<file path="config.mk">
export PLATFORM = sky130hd
export DESIGN_NAME = freq_div_sched
export DESIGN_NICKNAME = d
export VERILOG_FILES = /design/src/rtl/freq_div_pkg.sv /design/src/rtl/freq_div_rr_arb.sv /design/src/rtl/freq_div_sched.sv
export SDC_FILE = /design/constraint.sdc
export NUM_CORES = 1
export LEC_CHECK = 0
export CAP_MARGIN = 20
export CORE_ASPECT_RATIO = 1.5
export CORE_MARGIN = 5
export CORE_UTILIZATION = 52
export CTS_BUF_LIST = sky130_fd_sc_hd__clkbuf_16
export DETAILED_ROUTE_END_ITERATION = 16
export GPL_ROUTABILITY_DRIVEN = 0
export GPL_TIMING_DRIVEN = 0
export PLACE_DENSITY = 0.86
export SYNTH_ARGS = -nofsm -noshare
export SYNTH_HDL_FRONTEND = slang
export SYNTH_SLANG_ARGS = --single-unit
export TNS_END_PERCENT = 100
</file>
<file path="constraint.sdc">
create_clock -name clk -period 2.6 [get_ports clk]
set_input_delay 0.39 -clock clk [delete_from_list [all_inputs] [get_ports clk]]
set_output_delay 0.39 -clock clk [all_outputs]
set_load 0.01 [all_outputs]
</file>
<file path="src/rtl/freq_div_pkg.sv">
// Shared types and helpers for the time-shared frequency divider scheduler.
// Holds the FSM state encoding and the round-robin pick function.
package freq_div_pkg;

    localparam int SEL_W_DEF = 3;
    localparam int DIV_CNT_W = 8;
    localparam int MAX_REQ   = 8;

    typedef enum logic [1:0] {
        IDLE = 2'd0,
        LOAD = 2'd1,
        RUN  = 2'd2,
        DONE = 2'd3
    } state_t;

    typedef struct packed {
        logic       found;
        logic [2:0] idx;
    } pick_t;

    // Search starts just after the last winner and wraps modulo nreq.
    function automatic pick_t rr_pick(
        input logic [MAX_REQ-1:0] req,
        input logic [2:0]         ptr,
        input int                 nreq
    );
        pick_t p;
        int    j;
        p.found = 1'b0;
        p.idx   = 3'd0;
        for (int k = 1; k <= MAX_REQ; k++) begin
            if (k <= nreq && !p.found) begin
                j = (int'(ptr) + k) % nreq;
                if (req[j]) begin
                    p.found = 1'b1;
                    p.idx   = 3'(j);
                end
            end
        end
        return p;
    endfunction

endpackage

</file>
<file path="src/rtl/freq_div_rr_arb.sv">
// Combinational round-robin picker over NREQ request lines.
// Priority rotates so the requester after ptr is considered first.
module freq_div_rr_arb
    import freq_div_pkg::*;
#(
    parameter int NREQ = 4
) (
    input  logic [NREQ-1:0] req,
    input  logic [2:0]      ptr,
    output logic            found,
    output logic [2:0]      winner
);

    pick_t pick;

    always_comb begin
        pick   = rr_pick(MAX_REQ'(req), ptr, NREQ);
        found  = pick.found;
        winner = pick.idx;
    end

endmodule

</file>
<file path="src/rtl/freq_div_sched.sv">
// Round-robin scheduler time-sharing one count[sel] frequency divider.
// Grants are held for a latched number of divided-output rising edges.
module freq_div_sched
    import freq_div_pkg::*;
#(
    parameter int NREQ    = 4,
    parameter int SEL_W   = SEL_W_DEF,
    parameter int DWELL_W = 8
) (
    input  logic                  clk,
    input  logic                  rst,
    input  logic [NREQ-1:0]       req,
    input  logic [NREQ*SEL_W-1:0] sel_in,
    input  logic [DWELL_W-1:0]    dwell,
    input  logic                  div_out,
    output logic [SEL_W-1:0]      div_sel,
    output logic                  div_rst,
    output logic [NREQ-1:0]       gnt,
    output logic                  busy,
    output logic                  done
);

    localparam int IDX_W = (NREQ > 1) ? $clog2(NREQ) : 1;

    state_t             state;
    logic [2:0]         ptr;
    logic [IDX_W-1:0]   cur;
    logic [DWELL_W-1:0] dwell_q;
    logic [DWELL_W-1:0] edge_cnt;
    logic               div_out_q;
    logic               found;
    logic [2:0]         winner;
    logic [IDX_W-1:0]   win;
    logic               rise;

    freq_div_rr_arb #(.NREQ(NREQ)) u_arb (
        .req    (req),
        .ptr    (ptr),
        .found  (found),
        .winner (winner)
    );

    assign win  = IDX_W'(winner);
    assign rise = div_out & ~div_out_q;

    always_ff @(posedge clk or negedge rst) begin
        if (!rst) begin
            state     <= IDLE;
            gnt       <= '0;
            div_sel   <= '0;
            div_rst   <= 1'b1;
            busy      <= 1'b0;
            done      <= 1'b0;
            ptr       <= 3'(NREQ - 1);
            cur       <= '0;
            dwell_q   <= '0;
            edge_cnt  <= '0;
            div_out_q <= 1'b0;
        end else begin
            done      <= 1'b0;
            div_out_q <= div_out;
            unique case (state)
                IDLE: begin
                    div_rst <= 1'b1;
                    gnt     <= '0;
                    busy    <= 1'b0;
                    if (found) begin
                        gnt     <= NREQ'(1) << win;
                        div_sel <= sel_in[int'(win)*SEL_W +: SEL_W];
                        dwell_q <= (dwell == '0) ? DWELL_W'(1) : dwell;
                        ptr     <= winner;
                        cur     <= win;
                        busy    <= 1'b1;
                        state   <= LOAD;
                    end
                end
                LOAD: begin
                    // Divider is still held in reset so its count starts at 0 in RUN.
                    edge_cnt  <= '0;
                    div_out_q <= 1'b0;
                    if (!req[cur]) begin
                        gnt   <= '0;
                        busy  <= 1'b0;
                        state <= IDLE;
                    end else begin
                        div_rst <= 1'b0;
                        state   <= RUN;
                    end
                end
                RUN: begin
                    if (!req[cur]) begin
                        gnt     <= '0;
                        div_rst <= 1'b1;
                        busy    <= 1'b0;
                        state   <= IDLE;
                    end else if (rise) begin
                        edge_cnt <= edge_cnt + DWELL_W'(1);
                        if (edge_cnt + DWELL_W'(1) == dwell_q) begin
                            gnt     <= '0;
                            div_rst <= 1'b1;
                            busy    <= 1'b0;
                            done    <= 1'b1;
                            state   <= DONE;
                        end
                    end
                end
                DONE: begin
                    state <= IDLE;
                end
                default: begin
                    state <= IDLE;
                end
            endcase
        end
    end

endmodule

</file>
Yosys cells after proc, flatten, opt, wreduce, memory -nomap -nowiden
Index checks and enable logic that the tools add are counted.

Input port bits: 27. Flip-flop bits (word level): 33. Logic and storage cells: 107. Output and inout port bits: 10.

$lt $le $gt $ge: 5. Shift-type cells: 2. Multiply operators: 1. Muxes and demuxes: 53. Equality and inequality tests: 11. Bitwise logic cells: 6. Reduce and logical (&&, ||, !) cells: 13. $add $sub $neg: 5.

Operators by type and width (number): two-way mux 4 bit (12); two-way mux 8 bit (3); two-way mux 1 bit (23); less-than comparator 3 x 5 -> 1 bit, second input constant (4); case mux 8 bit (2 select lines) (1); binary-select mux 1 bit (select 3 bit) (4); case mux 4 bit (3 select lines) (1); variable part select 12 x 5 -> 3 bit (1); two-way mux 2 bit (5); adder 8 x 1 -> 8 bit, second input constant (1); == test 8 bit (1); zero test 8 bit (1); != test 2 bit, second input constant (4); case mux 2 bit (4 select lines) (1); AND reduction 4 bit (2); OR reduction 2 bit (4); != test 3 bit, second input constant (2); case mux 1 bit (3 select lines) (2); AND reduction 3 bit (2); adder 2 x 1 -> 2 bit, second input constant (2); adder 2 bit, second input constant (2); AND 1 bit, first input constant (4); == test 2 bit, second input constant (2); multiplier 2 x 2 -> 4 bit, second input constant (1); 11 further kinds (11).

Logic depth before layout (Yosys ltp)
Gate-level depths: netlist (run 1).

Depth after elaboration: 16. Mapped depth: 8. Depth with buffers taken out: 7.

Modules after synthesis
Synthesis (run 1) repeated with hierarchy kept, for this count alone.

Cell total of the unflattened synthesis: 198. Area total of the unflattened synthesis: 1993.2 µm².

Modules (own cells, without submodules): freq_div_sched (cells each 182, area each 1890.6 µm², sequential area each 854.6 µm², times used 1); freq_div_rr_arb (cells each 16, area each 102.6 µm², sequential area each 0.0 µm², times used 1).

Worst setup path after synthesis (run 1)
OpenSTA, ideal clock, no wires.

Path type: register to register. Start: reg edge_cnt[1]. End: reg busy. Required time: 2.475 ns. Arrival: 2.210 ns. Setup time: 0.125 ns. Clock period less this slack: 2.335 ns. Path buffers: 1. Stages on the path, launching flop included: 9. Path slack: 0.265 ns. Path through: dfrtp_1 ha_1 buf_4 xor2_1 o2111ai_1 o21ai_0 a211o_1 o32a_4 mux2_4.

Cells in the longest elaborated chain, start to end: 4.

Ends and longest elaborated chain: start, declared (line freq_div_sched.sv:29) `logic [DWELL_W-1:0] edge_cnt;`; start signal, assigned (line freq_div_sched.sv:97) `edge_cnt <= edge_cnt + DWELL_W'(1);`; adder 8 x 1 -> 8 bit (line freq_div_sched.sv:98) `if (edge_cnt + DWELL_W'(1) == dwell_q) begin`; == test 8 bit (line freq_div_sched.sv:98); != test 3 bit (no line); AND reduction 4 bit (no line); end signal, assigned (line freq_div_sched.sv:83) `busy <= 1'b0;`; end signal, assigned (line freq_div_sched.sv:94) `busy <= 1'b0;`; end signal, assigned (line freq_div_sched.sv:101) `busy <= 1'b0;`; end, declared (line freq_div_sched.sv:19) `output logic busy,`.

No other way between the ends. A chain may end at the register's enable or synchronous reset.

Final worst setup path (run 1)
Start: reg edge_cnt[1]. End: reg gnt[2].

Cells in the longest elaborated chain, start to end: 4.

Ends and longest elaborated chain: adder 8 x 1 -> 8 bit (line freq_div_sched.sv:98); == test 8 bit (line freq_div_sched.sv:98); != test 3 bit (no line); AND reduction 4 bit (no line); end signal, assigned (line freq_div_sched.sv:68) `gnt <= NREQ'(1) << win;`; end, declared (line freq_div_sched.sv:18) `output logic [NREQ-1:0] gnt,`.

No other way between the ends.

==> flow_metrics.tcl, run 1 <==
set metrics [dict create \
    global_route.overflow_total 0 \
    synth_top_flop_cell "sky130_fd_sc_hd__dfrtp_1" \
    post_cts_resized 1 \
    rsz0062_at_grt "no" \
    peakVddDrop_mv 0.879 \
    detailroute.via_count 1720 \
    crit_path_arrival_time_ns 2.67 \
    grt_pass1_vias 1854 \
    post-route-drc-count 0 \
    post_route_cell_area_um2 2570 \
    status "completed" \
    fp.coreArea_um2 3720 \
    yosysWarningCount 0 \
    drt-vias-per-instance 5.99 \
    timing.clock.skew_ns 0.00306 \
    footprint_of_the_flip_flops_and_latches_um2 831 \
    placement.cell_area_um2 2420 \
    layout_worst_path_cycle_share_pct 96.5 \
    hold-worst-slack_ns 0.169 \
    die_area_um2 5230 \
    numCtsBuffers 5 \
    path_class "flip-flop to flip-flop" \
    drt-pass1-iter-count 4 \
    buffer_ports.inserted 36 \
    synthCells 200 \
    final-setup-viol-count 0 \
    grt_start_max_net_pins 34 \
    worst_max_slew_margin_expressed_relative_to_the_limit_pct 51.9 \
    ys_async_sr_fraction_pct 100 \
    synthDistinctLibCells 46 \
    hold_path_class "input pin to async pin" \
    grt_antenna_before_repair 0 \
    worst_pin_slew_ns 0.721 \
    min_period_ns 2.51 \
    cts_tree "built" \
    achievable_clock_frequency_mhz 398 \
    fraction_of_layout_cells_with_a_size_suffix_above_1_pct 14.8 \
    clock_tree.buffer_depth 2 \
    row_cnt 27 \
    synth.cell_area_um2 2010 \
    worst_ep_required_time_ns 2.76 \
    cts_root_buffer "sky130_fd_sc_hd__clkbuf_16" \
    worstSetupStartpointType "flip-flop" \
    drtIter0Drc 24 \
    power.static_leakage_nw 1.11 \
    fin_util_pct 69.2 \
    placed_cells 279 \
    synth_sequential_area_ratio_pct 41.3 \
    dieWidth_um 60.8 \
    maxSlewViolCount 0 \
    power-per-cell-area_nw_per_um2 967 \
    postRouteWirelength_mm 4.67 \
    syn_avg_cell_area_um2 10.0 \
    hpwl_mm 3.53 \
    gr-usage-all-layers_pct 20.9 \
    pin_count 37 \
    ant_nets 0 \
    clock_sink_count 33 \
    finish.net_count 276 \
    hold_viol_final 0 \
    crit_path_max_fanout 9 \
    route.detailed.wl_per_inst_um 16.3 \
    postSynthNetCount 233 \
    synth_seq_cells 33 \
    h-tree-depth 2 \
    synth_enable_flop_cells 0 \
    cts.reportedPaths.clkPinSlew_ns 0.05 \
    area_delta_synth_final_pct 28.0 \
    crit_path_end_kind "flip-flop" \
    die_h_um 86.1 \
    multi_input_area_um2 1120 \
    final.fill_count 277 \
    ctsHoldBuffers 0 \
    antennaDiodeCount 0 \
    layoutNonFillerInstCount 287 \
    max_cap_violations 0 \
    post_cts_buffers 0 \
    clkLatencyLatePin_ns 0.27 \
    initial_standard_cell_utilization_of_the_core_pct 54.1 \
    grt_first_pass_wirelength_mm 8.24 \
]
[state kept, by name, summed over array words and instances (netlist names)]
| signal | count |
|---|---|
| state | 2 |
| div_out_q | 1 |
| done | 1 |
| div_sel | 3 |
| ptr | 2 |
| cur | 2 |
| gnt | 4 |
| busy | 1 |
| div_rst | 1 |
| edge_cnt | 8 |
| dwell_q | 8 |
[logic make-up after synthesis]
family,Yosys count,synth area share [%]
flops,33,41.3
simple gates,66,17.4
mux,23,13.9
xor+xnor,9,3.92
compound gates,47,16.0
buf+inv,16,3.67
fa+ha+maj,6,3.74
[stage by stage]
stage | setup TNS (ns) | setup WS (ns) | total power [mW]
after floorplan | 0 | 0.265 | 1.58
after global placement | -0.0196 | -0.0157 | 1.89
after detailed placement | -0.140 | -0.0584 | 1.93
after CTS | 0 | 0.0620 | 2.50
after global routing | 0 | 0.00770 | 2.67
final | 0 | 0.0900 | 2.49
[metal layers]
layer | up-vias | part of all wire (%) | track usage (%)
li1 | 813 | - | -
met1 | 828 | 34 | 20.3
met2 | 57 | 56 | 37.8
met3 | 22 | 5.7 | 6.17
met4 | 0 | 4.1 | 11.2
met5 | - | 0 | 0
[cells in the final DEF (no fill, tap or decap), types with 3 or more instances in the layout]
master	netlist	layout
sky130_fd_sc_hd__xor2_1	3	3
sky130_fd_sc_hd__dfrtp_1	30	29
sky130_fd_sc_hd__o21ai_0	18	18
sky130_fd_sc_hd__inv_1	7	7
sky130_fd_sc_hd__ha_1	6	6
sky130_fd_sc_hd__nand2_1	15	15
sky130_fd_sc_hd__buf_4	3	3
sky130_fd_sc_hd__and2_1	3	3
sky130_fd_sc_hd__nor4_1	3	3
sky130_fd_sc_hd__clkbuf_16	0	5
sky130_fd_sc_hd__mux2_4	5	5
sky130_fd_sc_hd__o41ai_1	3	3
sky130_fd_sc_hd__clkdlybuf4s50_1	0	35
sky130_fd_sc_hd__nand3_1	4	3
sky130_fd_sc_hd__mux2_2	10	10
sky130_fd_sc_hd__clkbuf_1	4	4
sky130_fd_sc_hd__a21o_1	3	3
sky130_fd_sc_hd__xnor2_1	6	6
sky130_fd_sc_hd__mux2i_1	7	7
sky130_fd_sc_hd__nor2_1	15	15
sky130_fd_sc_hd__a21oi_1	7	7
sky130_fd_sc_hd__or3_1	3	3
sky130_fd_sc_hd__buf_2	2	3
sky130_fd_sc_hd__nor2b_1	5	5
sky130_fd_sc_hd__dfstp_2	3	3
sky130_fd_sc_hd__nand2b_1	8	8
[final cells by class]
type | instances | area share, %
Buffer | 9 | 1.85
Timing Repair Buffer | 36 | 13.8
Sequential cell | 33 | 32.3
Multi-Input combinational cell | 151 | 43.6
Clock buffer | 5 | 4.87
Clock inverter | 3 | 0.487
Inverter | 7 | 1.02
Tap cell | 43 | 2.09
[path summary, 6_finish.rpt]
check | start | endpoint | slack, ns | cells past startpoint
max in group asynchronous | rst | edge_cnt[1] | 1.92 | 1
min in group clk | div_sel[1] | div_sel[1] | 0.49 | 2
hold / removal | rst | state[0] | 0.17 | 1
setup / recovery | edge_cnt[1] | gnt[2] | 0.09 | 8
setup reg to reg | edge_cnt[1] | gnt[2] | 0.09 | 8
hold reg to reg | div_sel[1] | div_sel[1] | 0.49 | 2
[critical path, cell delays in order, from the launching register on]
cell and delay [ns]:
sky130_fd_sc_hd__dfrtp_2 0.45, sky130_fd_sc_hd__ha_1 0.19, sky130_fd_sc_hd__buf_4 0.16, sky130_fd_sc_hd__xor2_1 0.16, sky130_fd_sc_hd__o2111ai_1 0.16, sky130_fd_sc_hd__o21ai_0 0.13
sky130_fd_sc_hd__a211o_4 0.37, sky130_fd_sc_hd__o32a_4 0.45, sky130_fd_sc_hd__mux2_4 0.32
[cell usage after synthesis (2+ instances only)]
| library cell | n | area share [%] |
|---|---|---|
| sky130_fd_sc_hd__or3_1 | 3 | 0.93 |
| sky130_fd_sc_hd__inv_1 | 7 | 1.3 |
| sky130_fd_sc_hd__o22a_1 | 2 | 0.87 |
| sky130_fd_sc_hd__nand3_1 | 4 | 1.0 |
| sky130_fd_sc_hd__and2_1 | 3 | 0.93 |
| sky130_fd_sc_hd__mux2i_1 | 7 | 3.5 |
| sky130_fd_sc_hd__xnor2_1 | 6 | 2.6 |
| sky130_fd_sc_hd__o21ai_0 | 18 | 4.5 |
| sky130_fd_sc_hd__nand2b_1 | 8 | 2.5 |
| sky130_fd_sc_hd__dfrtp_1 | 30 | 37 |
| sky130_fd_sc_hd__o21a_1 | 2 | 0.75 |
| sky130_fd_sc_hd__buf_4 | 3 | 1.1 |
| sky130_fd_sc_hd__nor2_1 | 15 | 2.8 |
| sky130_fd_sc_hd__o41ai_1 | 3 | 1.3 |
| sky130_fd_sc_hd__nand4_1 | 2 | 0.62 |
| sky130_fd_sc_hd__nor2b_1 | 5 | 1.6 |
| sky130_fd_sc_hd__dfstp_2 | 3 | 3.9 |
| sky130_fd_sc_hd__ha_1 | 6 | 3.7 |
| sky130_fd_sc_hd__and3_1 | 2 | 0.62 |
| sky130_fd_sc_hd__buf_2 | 2 | 0.50 |
| sky130_fd_sc_hd__o221ai_1 | 2 | 0.87 |
| sky130_fd_sc_hd__a21o_1 | 3 | 1.1 |
| sky130_fd_sc_hd__xor2_1 | 3 | 1.3 |
| sky130_fd_sc_hd__a21oi_1 | 7 | 1.7 |
| sky130_fd_sc_hd__clkbuf_1 | 4 | 0.75 |
| sky130_fd_sc_hd__nor4_1 | 3 | 0.93 |
| sky130_fd_sc_hd__nand2_1 | 15 | 2.8 |
| sky130_fd_sc_hd__mux2_4 | 5 | 3.7 |
| sky130_fd_sc_hd__mux2_2 | 10 | 5.6 |
[power by group]
group          switching (mW)  total (mW)  leakage [nW]  internal (mW)
Combinational           0.516        1.09         0.633          0.570
Clock                   0.207       0.552        0.0687          0.346
Sequential              0.143       0.849         0.413          0.706
Power figures use the tool's default switching activity.
==> run 2, diff against run 1 <==
--- a/config.mk
+++ b/config.mk
@@ -7,7 +7,7 @@
 export LEC_CHECK = 0
 export CAP_MARGIN = 20
 export CORE_ASPECT_RATIO = 1.5
-export CORE_MARGIN = 5
+export CORE_MARGIN = 4
 export CORE_UTILIZATION = 52
 export CTS_BUF_LIST = sky130_fd_sc_hd__clkbuf_16
 export DETAILED_ROUTE_END_ITERATION = 16
==> flow_metrics.tcl, run 2 (synthesized netlist as in run 1, its figures left out) <==
set metrics [dict create \
    clock_sink_count 33 \
    worst_ep_required_time_ns 2.76 \
    crit_path_arrival_time_ns 2.69 \
    postRouteWirelength_mm 4.41 \
    ant_nets 0 \
    clkLatencyLatePin_ns 0.28 \
    hold_viol_final 0 \
    crit_chain "ha_1, buf_4, xor2_1, o2111ai_1, o21ai_0, a211o_4, o32a_4, mux2_4" \
    wl_met1_mm 1.63 \
    max_cap_violations 0 \
    power.static_leakage_nw 1.11 \
    maxSlewViolCount 0 \
    route.detailed.wl_per_inst_um 15.4 \
    status "completed" \
    crit_path_max_fanout 9 \
    cp_slowest_cell "sky130_fd_sc_hd__dfrtp_2" \
    worstSetupStartpointType "flip-flop" \
    cts_tree "built" \
    antennaDiodeCount 0 \
    net_switching_power_of_the_design_mw 0.862 \
    finish.net_count 276 \
    grt_first_pass_wirelength_mm 7.49 \
    buffer_ports.inserted 36 \
    final_common_cell "sky130_fd_sc_hd__clkdlybuf4s50_1" \
    crit_path_end_kind "flip-flop" \
    gr-usage-all-layers_pct 19.7 \
    die_area_um2 4940 \
    combPwrFrac_pct 43.7 \
    area_delta_synth_final_pct 28.0 \
    dieWidth_um 58.8 \
    post_cts_buffers 0 \
    clock_tree.buffer_depth 2 \
    worst_pin_slew_ns 0.720 \
    cpLargestDelayFamily "compound AO/OA/AOI/OAI gates" \
    power.internal_mw 1.62 \
    die_h_um 84.1 \
    ctsHoldBuffers 0 \
    most-common-layout-cells "sky130_fd_sc_hd__clkdlybuf4s50_1, sky130_fd_sc_hd__dfrtp_1, sky130_fd_sc_hd__o21ai_0" \
    cts_root_buffer "sky130_fd_sc_hd__clkbuf_16" \
    drt-pass1-iter-count 4 \
    layout_worst_path_cycle_share_pct 97.4 \
    topRoutingLayerUsed "met4" \
    grt_pass1_vias 1712 \
    min_period_ns 2.53 \
    path_class "flip-flop to flip-flop" \
    post-route-drc-count 0 \
    switching_share_pct 34.7 \
    post_cts_resized 1 \
    seq_power_share_pct 34.1 \
    met3WireLength_um 214 \
    hpwl_mm 3.24 \
    hold-worst-slack_ns 0.166 \
    hold_path_class "input pin to async pin" \
    placed_cells 279 \
    grt_antenna_before_repair 0 \
    layoutNonFillerInstCount 287 \
    detailroute.via_count 1669 \
    grt_start_max_net_pins 34 \
    max_stage_delay_ns 0.45 \
    drtIter0Drc 31 \
    peakVddDrop_mv 0.745 \
    power-per-cell-area_nw_per_um2 966 \
    critical_path.n_buffers_inverters 1 \
    final-setup-viol-count 0 \
    fraction_of_layout_cells_with_a_size_suffix_above_1_pct 14.8 \
    row_cnt 27 \
    h-tree-depth 2 \
    drt-vias-per-instance 5.82 \
    numCtsBuffers 5 \
    fp.coreArea_um2 3720 \
    rsz0062_at_grt "no" \
    global_route.overflow_total 0 \
    power.clock.fraction_pct 22.2 \
    achievable_clock_frequency_mhz 395 \
    timing.clock.skew_ns 0.00252 \
    met2_routed_length_mm 2.45 \
    worst_max_slew_margin_expressed_relative_to_the_limit_pct 52.0 \
    cts.reportedPaths.clkPinSlew_ns 0.05 \
    pin_count 37 \
    largestRegisters "dwell_q: 8 flops, edge_cnt: 8 flops, gnt: 4 flops" \
    initial_standard_cell_utilization_of_the_core_pct 54.1 \
]
## run 2: per-stage QoR
step / worst slack (ns) / instance area [um^2] / utilization [%] / total power [mW] / setup TNS (ns)
after global placement: -0.00739 / 2420 / 65.2 / 1.88 / -0.00767
final: 0.0668 / 2570 / 69.2 / 2.48 / 0
after detailed placement: -0.0856 / 2420 / 65.1 / 1.92 / -0.122
after CTS: 0.0490 / 2560 / 68.8 / 2.49 / 0
after global routing: 0.0105 / 2570 / 69.2 / 2.66 / 0
after floorplan: 0.265 / 2010 / - / 1.58 / 0
## run 2: power by group through the flow
stage | logic, mW | registers (mW) | clock network, mW
2_1_floorplan | 0.745 | 0.838 | 0
3_3_place_gp | 1.04 | 0.841 | 0
3_5_place_dp | 1.07 | 0.848 | 0
4_1_cts | 1.09 | 0.844 | 0.560
5_1_grt | 1.20 | 0.867 | 0.591
6_report | 1.08 | 0.846 | 0.552
## run 2: path summary, 6_finish.rpt
check                            startpoint          end  slack [ns]  cells past startpoint
max in group asynchronous               rst  edge_cnt[1]        1.93                      1
worst min register to register   div_sel[0]   div_sel[0]        0.49                      2
worst max-delay path            edge_cnt[1]       gnt[2]        0.07                      8
worst min-delay path                    rst       cur[1]        0.17                      1
worst max register to register  edge_cnt[1]       gnt[2]        0.07                      8
min in group clk                 div_sel[0]   div_sel[0]        0.49                      2
## run 2: cell type report
| type | instances | area (um^2) |
|---|---|---|
| inverters | 7 | 26.3 |
| plain buffers | 9 | 47.5 |
| flip-flops and latches | 33 | 831 |
| clock buffers | 5 | 125 |
| repair buffers | 36 | 355 |
| multi-input cells | 151 | 1120 |
| well taps | 43 | 53.8 |
| fillers | 277 | 1140 |
| clock inverters | 3 | 12.5 |
## run 2: layer usage
metal	track usage (%)	up-vias
li1	-	803
met3	5.23	11
met5	0	-
met2	36.5	50
met1	19.2	805
met4	9.28	0
==> variant: new RTL, flow settings as in run 1 <==
Add an input register stage for `div_out`, cleared by the reset; this delays it by one clock. The other inputs are not delayed to match.
--- a/src/rtl/freq_div_sched.sv
+++ b/src/rtl/freq_div_sched.sv
@@ -22,6 +22,16 @@
 
     localparam int IDX_W = (NREQ > 1) ? $clog2(NREQ) : 1;
 
+    logic div_out_r;
+
+    always_ff @(posedge clk or negedge rst) begin
+        if (!rst) begin
+            div_out_r <= '0;
+        end else begin
+            div_out_r <= div_out;
+        end
+    end
+
     state_t             state;
     logic [2:0]         ptr;
     logic [IDX_W-1:0]   cur;
@@ -41,7 +51,7 @@
     );
 
     assign win  = IDX_W'(winner);
-    assign rise = div_out & ~div_out_q;
+    assign rise = div_out_r & ~div_out_q;
 
     always_ff @(posedge clk or negedge rst) begin
         if (!rst) begin
@@ -58,7 +68,7 @@
             div_out_q <= 1'b0;
         end else begin
             done      <= 1'b0;
-            div_out_q <= div_out;
+            div_out_q <= div_out_r;
             unique case (state)
                 IDLE: begin
                     div_rst <= 1'b1;
Function: changed (Yosys sat finds a counterexample within 4 cycles, from zero or initial values and one cycle with rst low).
==> variant against run 1 <==
Wire length increased by 0.73%; synthesized area increased by 1.6%; design area increased by 0.78%; worst setup slack improved by 0.034 ns; sequential power increased by 0.7%; sequential share of layout area increased by 0.67 points; sequential cell count increased by 1; total power increased by 6.1%.
==> variant: results (changes against run 1) <==
antenna_found_initial: 0  # unchanged
portBuffers: 36  # unchanged
whs_ns: 0.170  # was 0.169 ns
period_minus_slack_ns: 2.48  # was 2.51 ns
grt_max_degree: 35  # was 34
ys_async_sr_fraction: 1.00  # unchanged
place_ws_ns: -0.0504  # was -0.0584 ns
top_regs: "dwell_q (8), edge_cnt (8), gnt (4)"  # unchanged
dp.cells: 307  # was 279
grt_pass1_vias: 1832  # was 1854
vias_per_cell: 5.86  # was 5.99
dp_hpwl_um: 3450  # was 3530 um
clock-root-buffer: "clkbuf_16"  # unchanged
finClkSkew_ns: 0.00534  # was 0.00306 ns
maxSlewHeadroom: 0.454  # was 0.519
ys_top_cells_by_count: "nand2_1, dfrtp_1, o21ai_0, nor2_1, a21oi_1"  # was dfrtp_1, o21ai_0, nand2_1, nor2_1, mux2_2
drt_iter0_drc: 40  # was 24
drive_gt1_frac: 0.111  # was 0.148
clk_pin_slew_ns: 0.06
reg2reg_slack_ns: 0.12  # was 0.09 ns
num-nets-final: 302  # was 276
ys_top_cells_by_area: "dfrtp_1, nand2_1, o21ai_0, dfstp_2, ha_1"  # was dfrtp_1, mux2_2, o21ai_0, dfstp_2, ha_1
cp_max_fo: 7  # was 9
wl_per_cell_um: 14.9  # was 16.3 um
cts_buffers: 5  # unchanged
ys_warn_count: 0  # unchanged
ir_drop_mv: 0.829  # was 0.879 mV
grt_pass1_wl_um: 8090  # was 8240 um
slowest_stage: "dfrtp_1"  # was dfrtp_2
insertion_delay_ns: 0.28
routed_wirelength_um: 4700  # was 4670 um
syn_inst: 226  # was 200
cts_buffer_depth: 2  # unchanged
final.fill_count: 290  # was 277
syn-num-nets: 259  # was 233
ys_types: 51  # was 46
num_antenna_cells: 0  # unchanged
hold_class: "in2async"  # unchanged
drt-pass1-iter-count: 4  # unchanged
leakagePower_nw: 1.12  # was 1.11 nW
critPathMaxStageDelay_ns: 0.47  # was 0.45 ns
cts_setup_buffers: 0  # unchanged
grt-ovfl-total: 0  # unchanged
grt_usage: 0.205  # was 0.209
outcome: "finished, final reports clean"  # unchanged
critPathArrivalTime_ns: 2.63  # was 2.67 ns
critPathTopFamily: "compound AO/OA/AOI/OAI gates"  # unchanged
ys_seq_area_frac: 0.419  # was 0.413
cts_max_level: 2  # unchanged
variant: cell count changes in the layout (fill, tap and decap cells not counted), moves of 3 or more:
cell	delta
nor2_1	+4
o21ai_0	+3
mux2_2	-7
nand2_1	+27
mux2_4	-5
variant: power breakdown:
group | internal (mW) | switching [mW]
logic | 0.540 | 0.682
clock network | 0.345 | 0.218
registers | 0.726 | 0.129
total | 1.61 | 1.03
variant: layer usage:
layer	vias to the layer above	global-route usage	routed length [um]
li1	889	-	-
met1	887	0.219	1790
met2	55	0.355	2510
met3	15	0.0522	241
met4	0	0.108	159
met5	-	0	0
variant: cells by family after synthesis:
group / count (synthesis) / share of synthesized area
and+or+nand+nor: 95 / 0.219
AOI/OAI and AO/OA: 56 / 0.193
DFF: 34 / 0.419
buffers and inverters: 16 / 0.0362
muxes: 11 / 0.0619
xor gates and xnor gates: 8 / 0.0343
adders and majority gates: 6 / 0.0368
variant: final timing paths:
check                                        start                      to  cells past startpoint
min in group clk            div_sel[2]$_DFFE_PN0P_  div_sel[2]$_DFFE_PN0P_                      2
setup / recovery           edge_cnt[0]$_DFFE_PN0P_      gnt[1]$_DFFE_PN0P_                      7
setup reg to reg           edge_cnt[0]$_DFFE_PN0P_      gnt[1]$_DFFE_PN0P_                      7
hold / removal                                 rst        busy$_DFFE_PN0P_                      1
hold reg to reg             div_sel[2]$_DFFE_PN0P_  div_sel[2]$_DFFE_PN0P_                      2
max in group asynchronous                      rst    state[0]$_DFFE_PN0P_                      1
variant: what timing repair did:
action,4_1_cts,5_1_grt
resized for setup,0,1
setup endpoints to repair,0,5
endpoints found under the hold margin,0,0
variant: layout make-up:
cell class,instances,area share
repair buffers,36,0.137
well taps,45,0.0217
flip-flops and latches,34,0.330
plain buffers,10,0.0198
inverters,6,0.00869
clock inverters,3,0.00435
multi-input cells,176,0.430
clock buffers,5,0.0483
variant: stage by stage:
| stage | instance area, um2 | power, mW |
|---|---|---|
| global placement | 2460 | 2.02 |
| detailed placement | 2450 | 2.07 |
| global route | 2590 | 2.83 |
| CTS | 2590 | 2.64 |
| floorplan | 2040 | 1.69 |
| finish | 2590 | 2.64 |
